## src/rtl/uart_tx_fifo.sv

```systemverilog
// uart_tx_fifo: 8N1 UART transmitter fed through a small byte FIFO, with internal baud divider.
// Define UART_TX_PARITY_EN to insert an even-parity bit between data and stop (8E1 frame).
module uart_tx_fifo #(
    parameter int unsigned CLKS_PER_BIT = 344,
    parameter int unsigned FIFO_AW      = 3
) (
    input  logic             clk,
    input  logic             resetn,
    input  logic [7:0]       in_data,
    input  logic             in_valid,
    output logic             in_ready,
    output logic             tx,
    output logic             tx_busy,
    output logic [FIFO_AW:0] fifo_count
);
    localparam int unsigned DEPTH  = 2 ** FIFO_AW;
    localparam int unsigned CNT_W  = FIFO_AW + 1;
    localparam int unsigned BAUD_W = (CLKS_PER_BIT > 2) ? $clog2(CLKS_PER_BIT) : 1;

    localparam logic [BAUD_W-1:0] BAUD_LAST = BAUD_W'(CLKS_PER_BIT - 1);
    localparam logic [CNT_W-1:0]  CNT_FULL  = CNT_W'(DEPTH);

    localparam logic [2:0] S_IDLE   = 3'd0;
    localparam logic [2:0] S_START  = 3'd1;
    localparam logic [2:0] S_DATA   = 3'd2;
    localparam logic [2:0] S_STOP   = 3'd3;
`ifdef UART_TX_PARITY_EN
    localparam logic [2:0] S_PARITY = 3'd4;
`endif

    logic [2:0]         state_q, state_d;
    logic [BAUD_W-1:0]  baud_q, baud_d;
    logic [2:0]         bit_q, bit_d;
    logic [7:0]         shift_q, shift_d;
    logic               tx_q, tx_d;
    logic [FIFO_AW-1:0] wr_ptr_q, wr_ptr_d;
    logic [FIFO_AW-1:0] rd_ptr_q, rd_ptr_d;
    logic [CNT_W-1:0]   count_q, count_d;
    logic [7:0]         mem_q [DEPTH];
    logic               push;
    logic               pop;
    logic               baud_done;
    logic               fifo_nempty;
`ifdef UART_TX_PARITY_EN
    logic               parity_q, parity_d;
`endif

    assign in_ready    = resetn && (count_q != CNT_FULL);
    assign push        = in_valid && in_ready;
    assign fifo_nempty = (count_q != '0);
    assign baud_done   = (baud_q == BAUD_LAST);

    assign tx         = tx_q;
    assign fifo_count = count_q;
    assign tx_busy    = (state_q != S_IDLE) || fifo_nempty;

    // Frame sequencing; pop happens only when a new frame is loaded
    always_comb begin
        state_d = state_q;
        baud_d  = baud_q;
        bit_d   = bit_q;
        shift_d = shift_q;
        tx_d    = tx_q;
        pop     = 1'b0;
`ifdef UART_TX_PARITY_EN
        parity_d = parity_q;
`endif
        case (state_q)
            S_IDLE: begin
                tx_d = 1'b1;
                if (fifo_nempty) begin
                    pop     = 1'b1;
                    baud_d  = '0;
                    state_d = S_START;
                    tx_d    = 1'b0;
                end
            end
            S_START: begin
                if (baud_done) begin
                    baud_d  = '0;
                    bit_d   = 3'd0;
                    state_d = S_DATA;
                    tx_d    = shift_q[0];
                end else begin
                    baud_d = baud_q + BAUD_W'(1);
                end
            end
            S_DATA: begin
                if (baud_done) begin
                    baud_d = '0;
                    if (bit_q == 3'd7) begin
`ifdef UART_TX_PARITY_EN
                        state_d = S_PARITY;
                        tx_d    = parity_q;
`else
                        state_d = S_STOP;
                        tx_d    = 1'b1;
`endif
                    end else begin
                        bit_d   = bit_q + 3'd1;
                        shift_d = {1'b0, shift_q[7:1]};
                        tx_d    = shift_q[1];
                    end
                end else begin
                    baud_d = baud_q + BAUD_W'(1);
                end
            end
`ifdef UART_TX_PARITY_EN
            S_PARITY: begin
                if (baud_done) begin
                    baud_d  = '0;
                    state_d = S_STOP;
                    tx_d    = 1'b1;
                end else begin
                    baud_d = baud_q + BAUD_W'(1);
                end
            end
`endif
            S_STOP: begin
                if (baud_done) begin
                    baud_d = '0;
                    // Chain straight into the next start bit when more data is queued
                    if (fifo_nempty) begin
                        pop     = 1'b1;
                        state_d = S_START;
                        tx_d    = 1'b0;
                    end else begin
                        state_d = S_IDLE;
                        tx_d    = 1'b1;
                    end
                end else begin
                    baud_d = baud_q + BAUD_W'(1);
                end
            end
            default: begin
                state_d = S_IDLE;
                tx_d    = 1'b1;
            end
        endcase
        if (pop) begin
            shift_d = mem_q[rd_ptr_q];
`ifdef UART_TX_PARITY_EN
            parity_d = ^mem_q[rd_ptr_q];
`endif
        end
    end

    // FIFO pointer and occupancy next-state
    always_comb begin
        wr_ptr_d = wr_ptr_q;
        rd_ptr_d = rd_ptr_q;
        count_d  = count_q;
        if (push) begin
            wr_ptr_d = wr_ptr_q + FIFO_AW'(1);
        end
        if (pop) begin
            rd_ptr_d = rd_ptr_q + FIFO_AW'(1);
        end
        case ({push, pop})
            2'b10:   count_d = count_q + CNT_W'(1);
            2'b01:   count_d = count_q - CNT_W'(1);
            default: count_d = count_q;
        endcase
    end

    always_ff @(posedge clk) begin
        if (!resetn) begin
            state_q  <= S_IDLE;
            baud_q   <= '0;
            bit_q    <= 3'd0;
            shift_q  <= 8'h00;
            tx_q     <= 1'b1;
            wr_ptr_q <= '0;
            rd_ptr_q <= '0;
            count_q  <= '0;
`ifdef UART_TX_PARITY_EN
            parity_q <= 1'b0;
`endif
        end else begin
            state_q  <= state_d;
            baud_q   <= baud_d;
            bit_q    <= bit_d;
            shift_q  <= shift_d;
            tx_q     <= tx_d;
            wr_ptr_q <= wr_ptr_d;
            rd_ptr_q <= rd_ptr_d;
            count_q  <= count_d;
`ifdef UART_TX_PARITY_EN
            parity_q <= parity_d;
`endif
        end
    end

    // Storage needs no reset; occupancy is tracked by count_q
    always_ff @(posedge clk) begin
        if (push) begin
            mem_q[wr_ptr_q] <= in_data;
        end
    end

endmodule

```

## config.mk

```make
export PLATFORM = sky130hd
export DESIGN_NAME = uart_tx_fifo
export DESIGN_NICKNAME = d
export VERILOG_FILES = /design/src/rtl/uart_tx_fifo.sv
export SDC_FILE = /design/constraint.sdc
export NUM_CORES = 1
export LEC_CHECK = 0
export CORE_ASPECT_RATIO = 0.75
export CORE_MARGIN = 3
export CORE_UTILIZATION = 55
export CTS_BUF_LIST = sky130_fd_sc_hd__clkbuf_16
export CTS_CLUSTER_SIZE = 30
export DETAILED_ROUTE_END_ITERATION = 16
export DONT_BUFFER_PORTS = 1
export PLACE_DENSITY = 0.68
export REMOVE_ABC_BUFFERS = 1
export SETUP_SLACK_MARGIN = 0.02
export SYNTH_ARGS = -nofsm -noshare
export SYNTH_HDL_FRONTEND = slang
export SYNTH_SLANG_ARGS = --single-unit
```

## constraint.sdc

```tcl
create_clock -name clk -period 6 [get_ports clk]
set_input_delay 0.6 -clock clk [delete_from_list [all_inputs] [get_ports clk]]
set_output_delay 0.6 -clock clk [all_outputs]
set_load 0.005 [all_outputs]
```

== Yosys cells after proc, flatten, opt, wreduce, memory -nomap -nowiden ==
Memories as Yosys holds them, arrays and structs flattened. A register that Yosys moved wholly into a read port is not among the register bits.
Index checks and enable logic that the tools add are counted.
Storage, ports and cells
  register bits: 34
  bits in latches: 0
  memory bits (writable): 64
  ROM bits: 0
  input bits: 11
  output and inout port bits: 7
  memories: 1
Cells by class
  add/sub/neg operators: 6
  multiply operators: 0
  div/mod/pow operators: 0
  order comparisons: 0
  equal/unequal tests: 15
  shift operators: 0
  muxes and demuxes: 32
  bitwise logic cells: 0
  reduce and logical (&&, ||, !) cells: 17
Memories
  mem_q: depth 8, width 8, rd ports 1, clocked after memory_dff 1, write ports 1, RTL line 39  | logic [7:0] mem_q [DEPTH];
Operators with widths (count)
  $mux W8: 4
  $mux W3: 10
  $mux W9: 2
  $pmux W9 S2: 1
  $ne A2 B2 Y1 const B: 7
  $pmux W3 S4: 1
  $mux W1: 10
  $reduce_bool A2 Y1: 5
  $add A3 B1 Y3 const B: 3
  $add A9 B1 Y9 const B: 1
  $eq A9 B9 Y1 const B: 1
  $pmux W4 S2: 1
  $eq A3 B2 Y1 const B: 2
  $pmux W3 S2: 1
  $reduce_and A3 Y1: 2
  $reduce_and A5 Y1: 1
  $add A4 B1 Y4 const B: 1
  $ne A4 B4 Y1 const B: 1
  $pmux W1 S4: 1
  $reduce_and A4 Y1: 1
  $reduce_bool A4 Y1: 1
  $sub A4 B1 Y4 const B: 1
  $eq A3 B1 Y1 const B: 1
  $eq A3 B3 Y1 const B: 1
  other kinds (9): 10

== Longest topological paths before layout ==
Gate-level depths: netlist of the first run.
  depth after elaboration: 6
  depth in mapped cells: 12

== Worst setup path after synthesis of the first run ==
No wires, ideal clock.
  path kind: reg2reg
  start: register count_q[1] (netlist: fifo_count[1])
  end: register count_q[2] (netlist: fifo_count[2])
  library setup time: 0.070 ns
  arrival time: 2.443 ns
  data required time: 5.930 ns
  slack: 3.486 ns
  cell stages (with the launch flop): 11
  path buffers: 1
  clock period less this slack: 2.514 ns
  cells stage by stage: dfxtp_1 buf_2 or4b_2 nand3_1 ha_1 xor2_1 ha_1 a21oi_1 xor2_1 or3_1 a21oi_1
On the way
  cells in the longest elaborated chain, start to end: 6
  elaborated cells on any way between the ends: 13
  classes of those cells: 2 x add/sub; 3 x eq/ne; 4 x mux; 4 x reduce/logical
Ends and longest elaborated chain
  from (decl): RTL line 38  | logic [CNT_W-1:0] count_q, count_d;
  from (signal assigned): RTL line 187  | count_q <= count_d;
  $reduce_bool A4 Y1: RTL line 50  | assign fifo_nempty = (count_q != '0);
  $mux W1: RTL line 71, 123
  $mux W1: RTL line 120  | if (baud_done) begin
  $pmux W1 S2: RTL line 68  | case (state_q)
  $eq A2 B1 Y1 or $eq A2 B2 Y1 (tied branches): RTL line 159  | case ({push, pop})
  $pmux W4 S2 or $reduce_bool A2 Y1 (tied branches)
Parallel ways exist; a longest one is shown, timed or not.
A chain may end at the register's enable or synchronous reset.

== Final worst setup path of the first run ==
  start: register baud_q[1]
  end: register count_q[2] (netlist: fifo_count[2])
On the way
  cells in the longest elaborated chain, start to end: 5
  elaborated cells on any way between the ends: 7
  classes of those cells: 3 x eq/ne; 3 x mux; 1 x reduce/logical
Ends and longest elaborated chain
  from (decl): RTL line 32  | logic [BAUD_W-1:0] baud_q, baud_d;
  from (signal assigned): RTL line 181  | baud_q <= baud_d;
  $eq A9 B9 Y1 (*): RTL line 51  | assign baud_done = (baud_q == BAUD_LAST);
  $mux W1 (*): RTL line 120
  $pmux W1 S2 (*): RTL line 68
  $eq A2 B1 Y1 or $eq A2 B2 Y1 (tied branches): RTL line 159
  $pmux W4 S2 or $reduce_bool A2 Y1 (tied branches)
Every way passes the cells marked *; elsewhere a longest branch is shown, timed or not.

==> reports/results.md, run 1 <==
• Synth cell types: 54
• drt first-iter violations: 133
• WP buf/inv: 0
• TNS Setup: 0 ns
• Total Nets Final: 324
• biggest cell delay along the critical path: 0.40 ns
• share of synthesized area occupied by flip-flops and latches: 62.1%
• share of the clock period used by the worst path after layout: 46.6%
• #FFs+latches synth: 100
• crit end category: flip-flop
• min-delay worst type: in2reg
• simple-gate share of the synthesized area: 9.53%
• GRT Util Overall: 18.7%
• Fin. Hold Viols: 0
• number of instances in the synthesized netlist: 301
• post-CTS setup repair buffer count: 0
• area enclosed by the die boundary: 0.00883 mm^2
• maximum number of pins on one net before global-route repair: 23
• number of buffers on the longest clock path: 2
• power consumption: 0.00194 W
• power per cell area: 418 mW/mm^2
• Post-DRT Antenna Nets: 0
• CTS root buffer: clkbuf_16
• number of maximum-capacitance violations: 0
• PortBufs: 0
• run status: finished clean
• parity-gate share of the synthesized area counting xor and xnor cells: 0.824%
• unrepaired setup endpoints after global routing: no
• final worst clock skew: 0.00705 ns
• H-tree depth reported by CTS: 3
• utilization after layout: 62.3%
• crit path cell chain: ha_1 > and4_1 > a31oi_2 > nor2_1 > ha_1 > xor2_1 > ha_1 > a21oi_1 > xor2_1 > or3_1 > a21oi_1
• clock input transition at the sequential cells of the worst setup and hold paths: 0.07 ns
• antenna violations before repair: 0
• via count of the first global-routing pass: 2347
• area of placed instances: 0.00434 mm^2
• slowest stage cell, crit path: dfxtp_1
• CTS Hold Bufs: 0
• die width: 108 um
• global-route wire length before repair: 12300 um
• Comb pwr share: 26.0%
• mean instance size in the synthesized netlist: 14.1 um^2
• maximum achievable frequency: 358 MHz
• gp weighted congestion: 0.768
• Netlist Area Pre-Place: 0.00425 mm^2
• switch share: 31.1%
• cell family contributing the most delay on the critical path: simple AND/OR/NAND/NOR gates
• iteration count of the initial detailed-routing pass: 4
• number of warnings printed during yosys synthesis: 0
• static power due to leakage: 1.52 nW
• die height: 82.2 um
• TritonCTS clock tree: done
• maximum net fanout on the critical path: 7
• initial core utilization: 57.2%
• WL per Instance: 19.0 um
• minimum clock period after layout: 2.80 ns
• global-route congestion overflow total: 0
• largest family of logic cells by synthesized area: multiplexers
• dominant register cell in the synthesized netlist: edfxtp_1
• Setup Viol. Count Final: 0
• fin. max-slew vios: 0
• post-synthesis mux area share: 13.2%
• Adder-Cell Fraction of Synth Area: 3.53%
• CTS resizes: 0
• area added between synthesis and finish: 8.94%
• internal cell power: 0.00133 W
• antenna cells: 0
• share of total power in sequential cells: 44.4%
• post-route cell area: 0.00463 mm^2
• fraction of synthesis flops using an asynchronous set or reset pin: 0%
• number of vias in the routed layout: 2463
• clock network fraction of total power: 29.6%
• synthesized-area fraction occupied by ao, oa, aoi and oai cells: 8.62%
• share of final-layout standard cells stronger than drive strength 1: 14.4%
• NetSw: 0.000604 W
• vias per cell: 6.05
• crit path kind: reg2reg
• total clock buffers created by CTS: 9
• clock insertion delay at the later pin of the skew report: 0.34 ns
• worst-case headroom to the max-slew limit: 35.2%
• HPWL reported at the end of detailed placement: 5040 um
• arrival time at the worst endpoint: 3.06 ns
• total number of placement rows: 27
• worst supply voltage drop on vdd: 256 uV
• number of sinks on the clock net: 100
• Core Footprint: 0.00743 mm^2
• number of DRC violations after detailed routing: 0
• crit-path most repeated cell: ha_1
• critical path data required time: 6.26 ns
• transition time at the pin with the least slew margin: 0.969 ns
• number of flops mapped to enable cells by yosys: 64
• element type at the critical path start: flip-flop
• routed wire length: 7750 um
• number of I/O pins: 18
## worst reg2reg max path, stage by stage, from the launching register on
cell and delay, ns:
dfxtp_1 0.40, ha_1 0.24, and4_1 0.37, a31oi_2 0.18
nor2_1 0.25, ha_1 0.31, xor2_1 0.17, ha_1 0.15
a21oi_1 0.05, xor2_1 0.16, or3_1 0.30, a21oi_1 0.13
## layout make-up
class	count	area, um^2
clock buffers	9	225
clock inverters	7	72.6
fillers	574	2800
inverters	7	26.3
multi-input cells	180	1520
flip-flops and latches	100	2640
well taps	101	126
repair buffers	3	22.5
## layout by cell type (no fill, tap or decap), types with 2 or more instances in the layout
cell,synthesis,layout
and3_1,2,2
nand2_1,12,12
inv_6,0,2
mux4_2,16,16
a311oi_1,5,5
inv_1,6,6
ha_1,12,12
a31o_2,2,2
buf_4,0,3
o21ai_0,10,10
a21oi_1,11,11
and2_1,3,3
o22ai_1,7,7
nor3_1,4,4
dfxtp_1,36,36
o211ai_1,2,2
edfxtp_1,64,64
a22oi_1,2,2
a41oi_1,3,3
nand3_1,11,11
nor2_1,20,20
nand2b_1,6,6
xor2_1,4,4
mux2i_1,20,20
clkbuf_16,0,9
or3_1,2,2
o31ai_1,2,2
## cells in the mapped netlist (all sizes together) (2+ instances only)
| cell type | instances | area (um^2) |
|---|---|---|
| o31ai | 2 | 15.0 |
| dfxtp | 36 | 721 |
| buf | 6 | 35.0 |
| nand3 | 11 | 55.1 |
| nand2 | 12 | 45.0 |
| or3 | 2 | 12.5 |
| o22ai | 7 | 43.8 |
| o21ai | 11 | 55.1 |
| mux2i | 20 | 200 |
| and3 | 2 | 12.5 |
| a21oi | 12 | 63.8 |
| nand2b | 6 | 37.5 |
| clkbuf | 8 | 31.3 |
| a41oi | 3 | 26.3 |
| and2 | 3 | 18.8 |
| xor2 | 4 | 35.0 |
| mux4 | 16 | 360 |
| inv | 7 | 26.3 |
| nor2 | 20 | 75.1 |
| a21o | 2 | 16.3 |
| a22oi | 2 | 15.0 |
| a31oi | 2 | 18.8 |
| a311oi | 5 | 43.8 |
| edfxtp | 64 | 1920 |
| nor4b | 2 | 32.5 |
| o211ai | 2 | 15.0 |
| nor3 | 4 | 20.0 |
| ha | 12 | 150 |
| a31o | 2 | 17.5 |
## power groups by stage
stage / registers, W / clock network (W) / logic [W]
floorplan: 0.000865 / 0 / 0.000383
global placement: 0.000871 / 0 / 0.000494
detailed placement: 0.000874 / 0 / 0.000496
CTS: 0.000860 / 0.000584 / 0.000503
global route: 0.000871 / 0.000614 / 0.000564
finish: 0.000860 / 0.000573 / 0.000504
## routing by layer
metal  share of wire [%]  vias up  global-route usage [%]
met1                  49     1222                    27.2
li1                    -     1168                       -
met2                  45       67                    27.9
met4                0.81        0                    3.78
met3                 5.2        6                    6.14
met5                   0        -                       0
## final timing paths
check	startpoint	to	slack (ns)	cells after the start
max	baud_q[1]	fifo_count[2]	3.20	11
min	resetn	tx	0.33	1
max reg2reg	baud_q[1]	fifo_count[2]	3.20	11
min reg2reg	baud_q[8]	baud_q[8]	0.48	1
## cells by family (layout without fill, tap and decap cells)
family / count (synthesis) / count (layout)
XOR/XNOR: 4 / 4
buffers and inverters: 21 / 26
adder cells (fa/ha/maj): 12 / 12
flip-flops: 100 / 100
AND/OR/NAND/NOR: 74 / 74
multiplexers: 36 / 36
AO/OA/AOI/OAI: 54 / 54
## stage by stage
step,worst slack (ns),instances,hold WS (ns)
floorplan,3.53,287,0.443
global placement,3.32,391,0.469
finish,3.20,407,0.326
CTS,3.23,407,0.316
global route,2.97,407,0.315
detailed placement,3.25,391,0.467
## flip-flops by register name (all words and copies together), names as in the netlist, named ones only
name / flops
baud_q: 9
bit_q: 3
fifo_count: 4
mem_q: 64
rd_ptr_q: 3
shift_q: 8
state_q: 2
tx: 1
wr_ptr_q: 3
Power figures use the tool's default switching activity.
==> run 2, diff against run 1 <==
--- a/config.mk
+++ b/config.mk
@@ -12,7 +12,7 @@
 export CTS_CLUSTER_SIZE = 30
 export DETAILED_ROUTE_END_ITERATION = 16
 export DONT_BUFFER_PORTS = 1
-export PLACE_DENSITY = 0.68
+export PLACE_DENSITY = 0.71
 export REMOVE_ABC_BUFFERS = 1
 export SETUP_SLACK_MARGIN = 0.02
 export SYNTH_ARGS = -nofsm -noshare
==> constraint.sdc (replaced) <==
create_clock -name clk -period 2.5 [get_ports clk]
set_input_delay 0.25 -clock clk [delete_from_list [all_inputs] [get_ports clk]]
set_output_delay 0.25 -clock clk [all_outputs]
set_load 0.005 [all_outputs]
==> reports/results.md, run 2 (same netlist as run 1, synthesis figures left out) <==
• run status: finished clean
• maximum number of pins on one net before global-route repair: 23
• static power due to leakage: 1.66 nW
• crit end category: flip-flop
• post-route cell area: 0.00491 mm^2
• Core Footprint: 0.00743 mm^2
• element type at the critical path start: flip-flop
• final-layout worst hold slack: 0.0350 ns
• HPWL reported at the end of detailed placement: 5590 um
• drt first-iter violations: 169
• antenna violations before repair: 0
• area added between synthesis and finish: 15.5%
• clock insertion delay at the later pin of the skew report: 0.34 ns
• Post-DRT Antenna Nets: 0
• final worst clock skew: 0.00782 ns
• crit path kind: reg2reg
• min-delay worst type: in2reg
• vias per cell: 6.00
• die width: 108 um
• PortBufs: 0
• number of buffers on the longest clock path: 2
• switch share: 32.6%
• registers with the most flip-flops: mem_q: 64 flops, baud_q: 9 flops, shift_q: 8 flops
• fin. max-slew vios: 0
• flip-flop count of the largest register after layout: 64
• antenna cells: 0
• maximum net fanout on the critical path: 3
• number of I/O pins: 18
• worst-case headroom to the max-slew limit: 44.0%
• minimum clock period after layout: 2.35 ns
• global-route congestion overflow total: 0
• number of maximum-capacitance violations: 0
• CTS root buffer: clkbuf_16
• clock input transition at the sequential cells of the worst setup and hold paths: 0.07 ns
• NetSw: 0.00162 W
• via count of the first global-routing pass: 2530
• Setup Viol. Count Final: 0
• routed wire length: 8360 um
• number of vias in the routed layout: 2600
• arrival time at the worst endpoint: 2.62 ns
• transition time at the pin with the least slew margin: 0.837 ns
• share of the clock period used by the worst path after layout: 94.2%
• number of sinks on the clock net: 100
• H-tree depth reported by CTS: 3
• unrepaired setup endpoints after global routing: no
• share of total power in sequential cells: 40.8%
• share of final-layout standard cells stronger than drive strength 1: 20.8%
• most frequent standard cell in the layout excluding fill and tap cells: edfxtp_1
• fill count: 527
• number of DRC violations after detailed routing: 0
• die height: 82.2 um
• hold depth: 1
• internal cell power: 0.00334 W
• worst supply voltage drop on vdd: 593 uV
• Reg with most FFs: mem_q
• critical path data required time: 2.76 ns
• Place WS: -0.000537 ns
• WL per Instance: 19.3 um
• total number of placement rows: 27
• area enclosed by the die boundary: 0.00883 mm^2
• GRT Util Overall: 20.5%
• min setup slack post-route: 0.145 ns
• count of cells along the worst register-to-register path: 10
• TritonCTS clock tree: done
• total clock buffers created by CTS: 9
• initial core utilization: 57.2%
• area of placed instances: 0.00446 mm^2
• Total Nets Final: 350
• power per cell area: 1010 mW/mm^2
• global-route wire length before repair: 13400 um
• clock network fraction of total power: 27.7%
• highest-count cells in the layout ignoring fill and taps: edfxtp_1, dfxtp_1, mux2i_1, buf_4, nor2_1
• iteration count of the initial detailed-routing pass: 4
• maximum achievable frequency: 425 MHz
• Comb pwr share: 31.4%
• Fin. Hold Viols: 0
• gp weighted congestion: 0.760
## run 2: per-layer routing
layer  share of wire, %  global-route usage, %  wire length [um]  vias to the layer above
li1                   -                      -                 -                     1228
met1                 47                   28.6              3890                     1290
met3                4.8                   4.43               405                       11
met2                 47                   31.6              3930                       71
met4                1.5                   8.95               125                        0
met5                  0                      0                 0                        -
## run 2: critical path, cell delays in order (launching register included)
cell and delay, ns:
dfxtp_1 0.34, or4_4 0.59, nand2b_4 0.11, nor2_4 0.05, ha_1 0.20, xor2_1 0.15, ha_1 0.17, a21oi_1 0.14
xor2_1 0.09, or3_1 0.30, a21oi_1 0.14
## run 2: metrics by stage
stage          cells  total power [W]   TNS (ns)  util [%]
6_report         433          0.00496          0      66.1
5_1_grt          433          0.00523          0      66.1
4_1_cts          432          0.00488          0      65.4
3_5_place_dp     407          0.00346  -0.000537      59.9
3_3_place_gp     407          0.00342          0      59.9
2_1_floorplan    287          0.00300          0         -
## run 2: power by group through the flow
stage	logic, W	registers, W	clock network, W
floorplan	0.000920	0.00208	0
global placement	0.00138	0.00204	0
detailed placement	0.00141	0.00205	0
CTS	0.00145	0.00202	0.00140
global route	0.00173	0.00204	0.00146
finish	0.00156	0.00202	0.00137
## run 2: repair_timing
action	CTS	global route
endpoints found under the hold margin	65	0
pin swaps	0	1
endpoints found under the setup margin	2	2
hold buffers	9	0
buffers inserted	0	1
gates resized for setup	1	9
cloned	0	0
## run 2: layout make-up
cell class / instances / area (um^2) / share of cell area (%)
Clock buffer: 9 / 225 / 4.59
Tap cell: 101 / 126 / 2.57
Inverter: 7 / 26.3 / 0.535
Clock inverter: 7 / 86.3 / 1.76
Sequential cell: 100 / 2640 / 53.8
Multi-Input combinational cell: 180 / 1560 / 31.8
Timing Repair Buffer: 29 / 240 / 4.89
## run 2: path summary, 6_finish.rpt
kind | from | to | slack [ns]
hold / removal | resetn | baud_q[6] | 0.03
setup reg to reg | fifo_count[3] | fifo_count[2] | 0.15
setup / recovery | fifo_count[3] | fifo_count[2] | 0.15
hold reg to reg | rd_ptr_q[2] | rd_ptr_q[2] | 0.49
